==> config.mk <==
export PLATFORM = sky130hd
export DESIGN_NAME = btn_conditioner
export DESIGN_NICKNAME = d
export VERILOG_FILES = /design/src/rtl/btn_conditioner.sv
export SDC_FILE = /design/constraint.sdc
export NUM_CORES = 1
export LEC_CHECK = 0
export CORE_MARGIN = 10
export CORE_UTILIZATION = 50
export CTS_BUF_LIST = sky130_fd_sc_hd__clkbuf_4 sky130_fd_sc_hd__clkbuf_8
export DETAILED_ROUTE_END_ITERATION = 10
export PLACE_DENSITY = 0.69
export SYNTH_ARGS = -nofsm -noshare
export SYNTH_HDL_FRONTEND = slang
export SYNTH_SLANG_ARGS = --single-unit
==> constraint.sdc <==
create_clock -name clk -period 2.73 [get_ports clk]
set_input_delay 0.6825 -clock clk [delete_from_list [all_inputs] [get_ports clk]]
set_output_delay 0.6825 -clock clk [all_outputs]
set_load 0.01 [all_outputs]
==> src/rtl/btn_conditioner.sv <==
// ---------------------------------------------------------------------------
// btn_conditioner
//
// Synchronises, debounces and edge-detects the board push-buttons so that the
// game logic sees exactly one event per physical press, plus an optional
// auto-repeat pulse train while a button is held.
//
// Parameters:
//   N_BTN       number of buttons (bit 0=C, 1=U, 2=D, 3=L, 4=R)
//   DEB_CYCLES  stable cycles needed to accept a press or a release (>=2)
//   REP_DELAY   held cycles before the first repeat pulse (>=2)
//   REP_PERIOD  cycles between subsequent repeat pulses (>=2)
//   CNT_W       per-button counter width, holds max(...)-1 of the above
//
// Ports:
//   clk        in   system clock
//   rst_n      in   asynchronous active-low reset
//   btn_raw    in   raw pin levels, asynchronous to clk, active high
//   rep_en     in   per-button auto-repeat enable, synchronous
//   btn_level  out  debounced level, registered
//   btn_pulse  out  one-cycle pulse on accepted press and each repeat, registered
//   btn_any    out  OR of btn_pulse
// ---------------------------------------------------------------------------
module btn_conditioner #(
    parameter int unsigned N_BTN      = 5,
    parameter int unsigned DEB_CYCLES = 1_000_000,
    parameter int unsigned REP_DELAY  = 50_000_000,
    parameter int unsigned REP_PERIOD = 10_000_000,
    parameter int unsigned CNT_W      = 26
) (
    input  logic             clk,
    input  logic             rst_n,
    input  logic [N_BTN-1:0] btn_raw,
    input  logic [N_BTN-1:0] rep_en,
    output logic [N_BTN-1:0] btn_level,
    output logic [N_BTN-1:0] btn_pulse,
    output logic             btn_any
);

    localparam logic [CNT_W-1:0] DEB_LAST = CNT_W'(DEB_CYCLES - 1);
    localparam logic [CNT_W-1:0] RD_LAST  = CNT_W'(REP_DELAY - 1);
    localparam logic [CNT_W-1:0] RP_LAST  = CNT_W'(REP_PERIOD - 1);
    localparam logic [CNT_W-1:0] CNT_ONE  = CNT_W'(1);

    typedef enum logic [2:0] {
        ST_IDLE,
        ST_ARM,
        ST_HELD,
        ST_REPEAT,
        ST_RELEASE
    } state_t;

    // Two-flop synchroniser; sync2_q is the level every FSM works from.
    logic [N_BTN-1:0] sync1_q;
    logic [N_BTN-1:0] sync2_q;

    always_ff @(posedge clk or negedge rst_n) begin
        if (!rst_n) begin
            sync1_q <= '0;
            sync2_q <= '0;
        end else begin
            sync1_q <= btn_raw;
            sync2_q <= sync1_q;
        end
    end

    for (genvar i = 0; i < int'(N_BTN); i++) begin : g_btn
        state_t           state_q;
        logic [CNT_W-1:0] cnt_q;
        logic             level_q;
        logic             pulse_q;
        logic             s;

        assign s = sync2_q[i];

        always_ff @(posedge clk or negedge rst_n) begin
            if (!rst_n) begin
                state_q <= ST_IDLE;
                cnt_q   <= '0;
                level_q <= 1'b0;
                pulse_q <= 1'b0;
            end else begin
                // Pulse is a one-cycle strobe unless a branch below re-arms it.
                pulse_q <= 1'b0;
                case (state_q)
                    ST_IDLE: begin
                        if (s) begin
                            state_q <= ST_ARM;
                            cnt_q   <= CNT_ONE;
                        end
                    end
                    ST_ARM: begin
                        if (!s) begin
                            state_q <= ST_IDLE;
                            cnt_q   <= '0;
                        end else if (cnt_q == DEB_LAST) begin
                            state_q <= ST_HELD;
                            cnt_q   <= '0;
                            level_q <= 1'b1;
                            pulse_q <= 1'b1;
                        end else begin
                            cnt_q <= cnt_q + CNT_ONE;
                        end
                    end
                    ST_HELD: begin
                        if (!s) begin
                            state_q <= ST_RELEASE;
                            cnt_q   <= CNT_ONE;
                        end else if (rep_en[i] && (cnt_q == RD_LAST)) begin
                            state_q <= ST_REPEAT;
                            cnt_q   <= '0;
                            pulse_q <= 1'b1;
                        end else if (cnt_q != RD_LAST) begin
                            // Saturate so a late rep_en fires immediately.
                            cnt_q <= cnt_q + CNT_ONE;
                        end
                    end
                    ST_REPEAT: begin
                        if (!s) begin
                            state_q <= ST_RELEASE;
                            cnt_q   <= CNT_ONE;
                        end else if (rep_en[i] && (cnt_q == RP_LAST)) begin
                            cnt_q   <= '0;
                            pulse_q <= 1'b1;
                        end else if (cnt_q != RP_LAST) begin
                            cnt_q <= cnt_q + CNT_ONE;
                        end
                    end
                    ST_RELEASE: begin
                        // A bounce back high returns to HELD silently: no pulse.
                        if (s) begin
                            state_q <= ST_HELD;
                            cnt_q   <= '0;
                        end else if (cnt_q == DEB_LAST) begin
                            state_q <= ST_IDLE;
                            cnt_q   <= '0;
                            level_q <= 1'b0;
                        end else begin
                            cnt_q <= cnt_q + CNT_ONE;
                        end
                    end
                    default: begin
                        state_q <= ST_IDLE;
                        cnt_q   <= '0;
                        level_q <= 1'b0;
                    end
                endcase
            end
        end

        assign btn_level[i] = level_q;
        assign btn_pulse[i] = pulse_q;
    end

    assign btn_any = |btn_pulse;

endmodule

# --- After elaboration in Yosys (flattened, before gate mapping) ---
# Cells that the tools add are included.
word_totals:
  ramBits: 0
  out_inout_bits: 11
  romBits: 0
  latch_bits: 0
  regBits: 165
  input_bits: 12
  mem_count: 0
  word_cells: 328
classes:
  mux: 160
  n_bitwise: 5
  add_sub_neg: 5
  n_eq_ne: 100
  n_lt_le_gt_ge: 0
  div: 0
  reduce_logical: 36
  n_shift: 0
  mul: 0
ops:
  columns: ["operator", "count"]
  rows:
  - ["two-way mux 26 bit", 50]
  - ["case mux 26 bit (5 select lines)", 5]
  - ["adder 26 x 1 -> 26 bit (second input constant)", 5]
  - ["== test 26 x 20 -> 1 bit (second input constant)", 5]
  - ["== test 26 x 24 -> 1 bit (second input constant)", 5]
  - ["== test 26 bit (second input constant)", 5]
  - ["!= test 26 x 24 -> 1 bit (second input constant)", 5]
  - ["!= test 26 bit (second input constant)", 5]
  - ["two-way mux 3 bit", 40]
  - ["case mux 3 bit (5 select lines)", 5]
  - ["!= test 2 bit (second input constant)", 30]
  - ["two-way mux 1 bit", 50]
  - ["AND reduction 5 bit", 10]
  - ["!= test 3 bit (second input constant)", 15]
  - ["!= test 4 bit (second input constant)", 10]
  - ["== test 3 x 2 -> 1 bit (second input constant)", 10]
  - ["case mux 1 bit (3 select lines)", 10]
  - ["== test 3 x 1 -> 1 bit (second input constant)", 5]
  - ["== test 3 bit (second input constant)", 5]
  - ["logical NOT 3 bit", 5]
  - ["AND reduction 3 bit", 5]
  - ["OR reduction 3 bit", 5]
  - ["logical AND 1 bit", 10]
  - ["inverter 1 bit", 5]
  - ["OR reduction 5 bit", 1]

# --- Logic depth before layout (Yosys ltp) ---
# Gate-level depths: netlist of run 1.
logic_depth:
  ltp_word: 5
  mapped_depth: 10
  depth_no_buf: 8

# --- Worst setup path before layout of run 1 ---
# OpenSTA, ideal clock, no wires.
synth_timing:
  path_kind: "reg-to-reg"
  from: "reg g_btn[0].cnt_q[0]"
  to: "reg g_btn[0].cnt_q[12]"
  path_buffers: 1
  t_arrival_ps: 2607
  setup_time_ps: 126
  path_slack_ps: -3
  path_stages_with_launch: 10
  synth_period_minus_slack_ps: 2733
  cell_sequence: "dfrtp_1 ha_1 nand4_1 or3b_2 or4_1 nand3b_1 a21boi_4 buf_6 nor2_1 a221o_1"
synth_between:
  elab_chain_cells: 5
  word_cells_on_any_way: 21
  classes_between: "add/sub: 1; eq/ne: 7; mux: 10; reduce/logical: 3"
synth_lines:
  columns: ["item", "line", "text"]
  rows:
  - ["start: declaration", "69", "logic [CNT_W-1:0] cnt_q;"]
  - ["start signal: assignment", "102", "cnt_q <= cnt_q + CNT_ONE;"]
  - ["start signal: assignment", "115", "cnt_q <= cnt_q + CNT_ONE;"]
  - ["start signal: assignment", "126", "cnt_q <= cnt_q + CNT_ONE;"]
  - ["adder 26 x 1 -> 26 bit, or another cell as far along", null, null]
  - ["two-way mux 26 bit, or another cell as far along", "125", "end else if (cnt_q != RP_LAST) begin"]
  - ["two-way mux 26 bit (on tied branches)", "122, 109", null]
  - ["two-way mux 26 bit (on tied branches)", "119, 106", null]
  - ["case mux 26 bit (5 select lines)", "85", "case (state_q)"]
# Parallel ways exist; a longest one is shown, timed or not. The select of a mux whose other input is x is not followed.
# A chain may end at the register's enable or synchronous reset.

# --- Worst setup path in the final report of run 1 ---
layout_timing:
  from: "reg g_btn[0].cnt_q[11]"
  to: "reg g_btn[0].cnt_q[9]"
layout_between:
  elab_chain_cells: 5
  word_cells_on_any_way: 18
  classes_between: "eq/ne: 7; mux: 8; reduce/logical: 3"
layout_lines:
  columns: ["item", "line"]
  rows:
  - ["== test 26 x 24 -> 1 bit or == test 26 bit (tied branches)", "122, 109"]
  - ["logical AND 1 bit (on tied branches)", "122, 109"]
  - ["two-way mux 26 bit (on tied branches)", "122, 109"]
  - ["two-way mux 26 bit (on tied branches)", "119, 106"]
  - ["case mux 26 bit (5 select lines)", "85"]
# Parallel ways exist; a longest one is shown, timed or not.

==> flow_metrics.env, run 1 <==
export IMPL_cts_hold_buf=0
export IMPL_fin_nets=1283
export IMPL_antenna_found_initial=0
export IMPL_die_y_um=161
export IMPL_worstMarginPinSlew_ns=0.624
export IMPL_status="completed"
export IMPL_p_sw_frac=0.277
export IMPL_synthCells=1169
export IMPL_numCtsBuffers=17
export IMPL_syn_avg_cell_area_um2=8.52
export IMPL_path_depth=9
export IMPL_drive_above_1_share=0.167
export IMPL_place_gp_congestion=0.912
export IMPL_area_growth_pct=18.8
export IMPL_dr_pass1_iters=5
export IMPL_cts_sinks=165
export IMPL_rr_worst_depth=9
export IMPL_worstSetupPathType="reg2reg"
export IMPL_crit_path_end_kind="register"
export IMPL_vias=9320
export IMPL_avgViaCountPerCell=6.04
export IMPL_hold_viol_final=0
export IMPL_max_freq_mhz=370
export IMPL_setup_violations_final=0
export IMPL_p_total_mw=4.72
export IMPL_die_area_mm2=0.0260
export IMPL_slowest_delay_ns=0.55
export IMPL_wl_per_cell_um=16.2
export IMPL_start_kind="register"
export IMPL_synth_top_area_cell="dfrtp_1"
export IMPL_period_minus_slack_ns=2.71
export IMPL_power_leakage_nw=4.95
export IMPL_peakVddDrop_mv=0.332
export IMPL_finalClockSkew_ns=0.0148
export IMPL_grt_setup_unrepaired="true"
export IMPL_routed_wl_um=24900
export IMPL_setup_ws_ns=0.0243
export IMPL_n_fill_cell=1712
export IMPL_reg2reg_slack_ns=0.02
export IMPL_start_util=0.510
export IMPL_grt_use_total=0.187
export IMPL_drtIter0Drc=655
export IMPL_power_frac_seq=0.531
export IMPL_clk_latency_ns=0.48
export IMPL_cts_tree="yes"
export IMPL_yosysTopAreaCellShare=0.414
export IMPL_clockBufferDepth=2
export IMPL_clkTransAtPathRegs_ns=0.10
export IMPL_grt_pass1_vias=8615
export IMPL_cp_top_family="simple AND/OR/NAND/NOR gates"
export IMPL_power_density_mw_per_mm2=399
export IMPL_insertedDiodeCount=0
export IMPL_drv_slew=0
export IMPL_ys_ff_latch=165
export IMPL_critPathLaunch="g_btn[0].cnt_q[11]"
export IMPL_ys_flop_type="dfrtp_1"
export IMPL_grt_pass1_wl_um=41500
export IMPL_port_buffer_count=22
export IMPL_setup_tns_final_ns=0
export IMPL_maxCapViolCount=0
export IMPL_synth_area_leaders="dfrtp_1, o21ai_0, nand2_1"
export IMPL_r2r_end="g_btn[0].cnt_q[9]"
export IMPL_postRouteAntennaNets=0
export IMPL_required_ns=3.10
export IMPL_synth_cell_type_count=77
export IMPL_p_sw_mw=1.31
export IMPL_syn_area_mm2=0.00996
export IMPL_path_cells="or4b_4 > or4_4 > nor4_4 > o21ai_2 > a21boi_4 > buf_12 > nor2_4 > buf_6 > a22o_1"
export IMPL_stdcell_count=1542
export IMPL_min_period_over_period=0.991
export IMPL_p_int_mw=3.41
export IMPL_arrival_ns=3.08
export IMPL_core_area_mm2=0.0195
export IMPL_reg2reg_from="g_btn[0].cnt_q[11]"
export IMPL_dp_hpwl_um=17400
export IMPL_post_place_cells=1494
export IMPL_ys_seq_area_frac=0.414
export IMPL_hp_class="in2async"
export IMPL_synth_edf_count=0
export IMPL_num_rows=51
export IMPL_hold_slack_ns=0.170
export IMPL_drc=0
export IMPL_root_buffer="clkbuf_8"
export IMPL_synth_nets=1188
export IMPL_die_w_um=161
export IMPL_slew_headroom=0.581
export IMPL_preCtsSetupSlack_ns=-0.518
export IMPL_path_buf_inv=2
export IMPL_endpoint="g_btn[0].cnt_q[9]"
export IMPL_synth_warnings=0
export IMPL_power_clock_fraction=0.378
export IMPL_overflow=0
export IMPL_grt_max_degree=61
export IMPL_htreeDepth=4
export IMPL_cp_max_fo=7
export IMPL_cpMaxStageDelayCell="or4_4"
export IMPL_io_pins=23
export IMPL_combPwrFrac=0.091
export IMPL_async_flop_share=1.00
==> kinds of logic (layout without fill, tap and decap cells) <==
kind of cell             Yosys count  after routing  synth area share
AO/OA/AOI/OAI                    273            274             0.184
AND/OR/NAND/NOR                  596            596             0.319
buffers and inverters             99            206            0.0476
XOR/XNOR                          25             25            0.0220
multiplexers                       4              4           0.00402
flip-flops                       165            165             0.414
adder cells (fa/ha/maj)            7              7           0.00879
==> cell usage after synthesis, types with 22 or more instances <==
| library cell | number |
|---|---|
| o21ai_0 | 94 |
| nor2_1 | 110 |
| clkbuf_1 | 34 |
| and3_1 | 29 |
| a21oi_1 | 38 |
| nand2_1 | 120 |
| or3_1 | 22 |
| inv_1 | 29 |
| nor3_1 | 42 |
| nand4_1 | 40 |
| dfrtp_1 | 165 |
| nor4_1 | 28 |
| nand3_1 | 81 |
==> per-layer routing <==
metal	GRT usage	routed length, µm	vias up
li1	-	-	4545
met1	0.258	11900	4514
met2	0.296	11600	226
met3	0.0328	1020	35
met4	0.0496	333	0
met5	0	0	-
==> what timing repair did <==
action | 4_1_cts | 5_1_grt
pin swaps | 11 | 19
setup endpoints to repair | 25 | 91
setup buffers | 4 | 8
gates resized for setup | 18 | 50
gates cloned | 0 | 4
==> cell usage in the layout (no fill, tap or decap), types with 29 or more instances in the layout <==
| cell type | n |
|---|---|
| a21oi_1 | 37 |
| buf_4 | 103 |
| dfrtp_1 | 165 |
| inv_1 | 29 |
| nand2_1 | 120 |
| nand3_1 | 80 |
| nand4_1 | 40 |
| nor2_1 | 110 |
| nor3_1 | 42 |
| o21ai_0 | 81 |
==> worst min path at each step <==
stage	start	endpoint	slack (ns)	depth (start not counted)
3_3_place_gp	sync1_q[0]	sync2_q[0]	0.34	0
4_1_cts	rst_n	g_btn[2].cnt_q[15]	0.20	1
6_report	rst_n	g_btn[3].cnt_q[22]	0.17	1
5_1_grt	rst_n	g_btn[3].cnt_q[22]	0.20	1
2_1_floorplan	sync1_q[0]	sync2_q[0]	0.33	0
3_5_place_dp	sync1_q[0]	sync2_q[0]	0.34	0
==> flip-flops by register name, indices dropped and copies added (netlist names) <==
signal         cells
g_btn.level_q      5
sync1_q            5
sync2_q            5
g_btn.state_q     15
g_btn.cnt_q      130
g_btn.pulse_q      5
==> per-stage QoR <==
| step | cell area (µm²) | util |
|---|---|---|
| 6_report | 11800 | 0.606 |
| 5_1_grt | 11800 | 0.606 |
| 4_1_cts | 11500 | 0.590 |
| 3_5_place_dp | 11000 | 0.564 |
| 3_3_place_gp | 11000 | 0.564 |
| 2_1_floorplan | 9970 | - |
==> final cells by class <==
class / count / area [µm²] / area share
sequential: 165 / 4130 / 0.349
timing repair buffer: 145 / 1290 / 0.109
clock buffer: 17 / 234 / 0.0198
clock inverter: 15 / 160 / 0.0135
multi-input combinational: 906 / 5590 / 0.472
tap: 265 / 332 / 0.0280
inverter: 29 / 109 / 0.00919
==> worst reg2reg max path, cell delays in order, from the launching register on <==
cell and delay, ns:
dfrtp_1 0.40, or4b_4 0.54, or4_4 0.55, nor4_4 0.30
o21ai_2 0.11, a21boi_4 0.18, buf_12 0.14, nor2_4 0.05
buf_6 0.13, a22o_1 0.20
==> power by group through the flow <==
stage / Combinational (mW) / Sequential, mW / Clock [mW]
6_report: 0.432 / 2.51 / 1.78
2_1_floorplan: 0.200 / 2.54 / 0
4_1_cts: 0.397 / 2.50 / 1.82
3_3_place_gp: 0.374 / 2.55 / 0
3_5_place_dp: 0.381 / 2.55 / 0
5_1_grt: 0.477 / 2.51 / 1.93
Power figures use the tool's default switching activity.
==> inputs of run 2 (changes only) <==
--- a/config.mk
+++ b/config.mk
@@ -9,7 +9,7 @@
 export CORE_UTILIZATION = 50
 export CTS_BUF_LIST = sky130_fd_sc_hd__clkbuf_4 sky130_fd_sc_hd__clkbuf_8
 export DETAILED_ROUTE_END_ITERATION = 10
-export PLACE_DENSITY = 0.69
+export PLACE_DENSITY = 0.66
 export SYNTH_ARGS = -nofsm -noshare
 export SYNTH_HDL_FRONTEND = slang
 export SYNTH_SLANG_ARGS = --single-unit
==> constraint.sdc (replaced) <==
create_clock -name clk -period 3.3 [get_ports clk]
set_input_delay 0.825 -clock clk [delete_from_list [all_inputs] [get_ports clk]]
set_output_delay 0.825 -clock clk [all_outputs]
set_load 0.01 [all_outputs]
==> run 2 against run 1 <==
Compared with the run above: flip-flop and latch count unchanged; sequential power shrank 17%; setup slack better by 0.27 ns; worst hold slack better by 0.19 ns; via count down 5.6%; count of clock-buffer cells in the layout up 2; combinational power is 36% lower.
==> flow_metrics.env, run 2 (same netlist as run 1, synthesis figures left out) <==
export IMPL_cts_tree="yes"
export IMPL_p_total_mw=3.81
export IMPL_power_clock_fraction=0.380
export IMPL_place_gp_congestion=0.913
export IMPL_setup_violations_final=0
export IMPL_die_y_um=161
export IMPL_core_area_mm2=0.0195
export IMPL_setup_tns_final_ns=0
export IMPL_maxCapViolCount=0
export IMPL_clkTransAtPathRegs_ns=0.10
export IMPL_worstHoldPathCells=0
export IMPL_worstMarginPinSlew_ns=0.918
export IMPL_drc=0
export IMPL_clockBufferDepth=2
export IMPL_hold_slack_ns=0.357
export IMPL_power_leakage_nw=4.41
export IMPL_slew_headroom=0.384
export IMPL_required_ns=3.65
export IMPL_worstSetupPathType="reg2reg"
export IMPL_start_util=0.510
export IMPL_crit_path_end_kind="register"
export IMPL_cts_repair_resize_count=0
export IMPL_top_register="g_btn.cnt_q"
export IMPL_insertedDiodeCount=0
export IMPL_cts_hold_buf=0
export IMPL_area_growth_pct=9.52
export IMPL_p_sw_mw=1.01
export IMPL_grt_max_degree=72
export IMPL_vias=8795
export IMPL_dp_hpwl_um=16300
export IMPL_top_regs="g_btn.cnt_q (130), g_btn.state_q (15)"
export IMPL_root_buffer="clkbuf_8"
export IMPL_grt_pass1_wl_um=40300
export IMPL_status="completed"
export IMPL_power_density_mw_per_mm2=349
export IMPL_overflow=0
export IMPL_setup_ws_ns=0.299
export IMPL_clk_latency_ns=0.47
export IMPL_grt_pass1_vias=8261
export IMPL_cts_sinks=165
export IMPL_io_pins=23
export IMPL_num_rows=51
export IMPL_start_kind="register"
export IMPL_grt_use_total=0.181
export IMPL_r2r_end="g_btn[2].cnt_q[18]"
export IMPL_die_w_um=161
export IMPL_hold_viol_final=0
export IMPL_drtIter0Drc=708
export IMPL_final_area_mm2=0.0109
export IMPL_grt_setup_unrepaired="false"
export IMPL_antenna_found_initial=0
export IMPL_reg2reg_from="g_btn[2].cnt_q[0]"
export IMPL_largest_reg_flops=130
export IMPL_p_sw_frac=0.266
export IMPL_reg2reg_slack_ns=0.30
export IMPL_wl_per_cell_um=16.0
export IMPL_holdCritStartpoint="sync1_q[4]"
export IMPL_peakVddDrop_mv=0.296
export IMPL_die_area_mm2=0.0260
export IMPL_rr_worst_depth=9
export IMPL_combPwrFrac=0.073
export IMPL_dr_pass1_iters=7
export IMPL_period_minus_slack_ns=3.00
export IMPL_p_int_mw=2.79
export IMPL_preCtsSetupSlack_ns=-0.113
export IMPL_holdPathEnd="sync2_q[4]"
export IMPL_min_period_over_period=0.909
export IMPL_avgViaCountPerCell=6.03
export IMPL_postRouteAntennaNets=0
export IMPL_cp_max_fo=9
export IMPL_drive_above_1_share=0.0821
export IMPL_placed_area_mm2=0.0105
export IMPL_finalClockSkew_ns=0.0173
export IMPL_routed_wl_um=23300
export IMPL_htreeDepth=4
export IMPL_layout_common_cells="dfrtp_1, nand2_1, nor2_1, o21ai_0, nand3_1"
export IMPL_hp_class="reg2reg"
export IMPL_arrival_ns=3.35
export IMPL_numCtsBuffers=17
export IMPL_power_frac_seq=0.547
export IMPL_post_cts_setup_buffers=0
export IMPL_drv_slew=0
export IMPL_max_freq_mhz=333
export IMPL_port_buffer_count=22
export IMPL_fin_nets=1199
export IMPL_layout_commonest_cell="dfrtp_1"
==> run 2: how the worst max path moves through the flow <==
stage / cells past startpoint / slack (ns) / to / start
after CTS: 9 / 0.30 / g_btn[2].cnt_q[18] / g_btn[2].cnt_q[0]
final: 9 / 0.30 / g_btn[2].cnt_q[18] / g_btn[2].cnt_q[0]
after detailed placement: 9 / -0.11 / g_btn[2].cnt_q[18] / rep_en[2]
after floorplan: 9 / 0.57 / g_btn[0].cnt_q[12] / g_btn[0].cnt_q[0]
after global placement: 9 / -0.1 / g_btn[2].cnt_q[18] / rep_en[2]
after global routing: 9 / 0.07 / g_btn[2].cnt_q[18] / g_btn[2].cnt_q[0]
==> run 2: layer usage <==
metal / global-route usage / part of all wire / routed length (µm)
met2: 0.285 / 0.46 / 10700
met3: 0.0285 / 0.041 / 949
met1: 0.251 / 0.49 / 11400
met5: 0 / 0 / 0
met4: 0.0517 / 0.011 / 252
==> run 2: per-stage QoR <==
stage,cells,utilization
2_1_floorplan,1169,-
3_3_place_gp,1426,0.539
3_5_place_dp,1426,0.539
4_1_cts,1458,0.559
5_1_grt,1458,0.559
6_report,1458,0.559
==> run 2: final cells by class <==
type,count,area (µm²)
clock buffer,19,262
clock inverter,13,124
fill,1813,8610
inverter,29,109
multi-input combinational,905,5360
sequential,165,4130
tap,265,332
timing repair buffer,62,597
==> run 2: worst max-delay path, stage by stage, from the launching register on <==
cell     delay (ns)
dfrtp_1        0.47
ha_1           0.23
nand3_1        0.22
or4b_2         0.68
o31a_1         0.27
a211o_1        0.43
buf_4          0.23
and3_1         0.17
a21oi_1        0.10
o31ai_1        0.08
==> run 2: power groups by stage <==
stage               Combinational (mW)  Sequential [mW]  Clock, mW
finish                           0.277             2.08       1.45
detailed placement               0.281             2.12          0
CTS                              0.282             2.08       1.48
floorplan                        0.165             2.11          0
global route                     0.315             2.09       1.56
global placement                 0.279             2.12          0
==> inputs of run 3 (changes only) <==
--- a/config.mk
+++ b/config.mk
@@ -5,11 +5,13 @@
 export SDC_FILE = /design/constraint.sdc
 export NUM_CORES = 1
 export LEC_CHECK = 0
+export CAP_MARGIN = 20
 export CORE_MARGIN = 10
 export CORE_UTILIZATION = 50
 export CTS_BUF_LIST = sky130_fd_sc_hd__clkbuf_4 sky130_fd_sc_hd__clkbuf_8
 export DETAILED_ROUTE_END_ITERATION = 10
 export PLACE_DENSITY = 0.66
+export SLEW_MARGIN = 25
 export SYNTH_ARGS = -nofsm -noshare
 export SYNTH_HDL_FRONTEND = slang
 export SYNTH_SLANG_ARGS = --single-unit
==> results of run 3 <==
The final DEF is identical to that of run 2; final timing and power are the same.
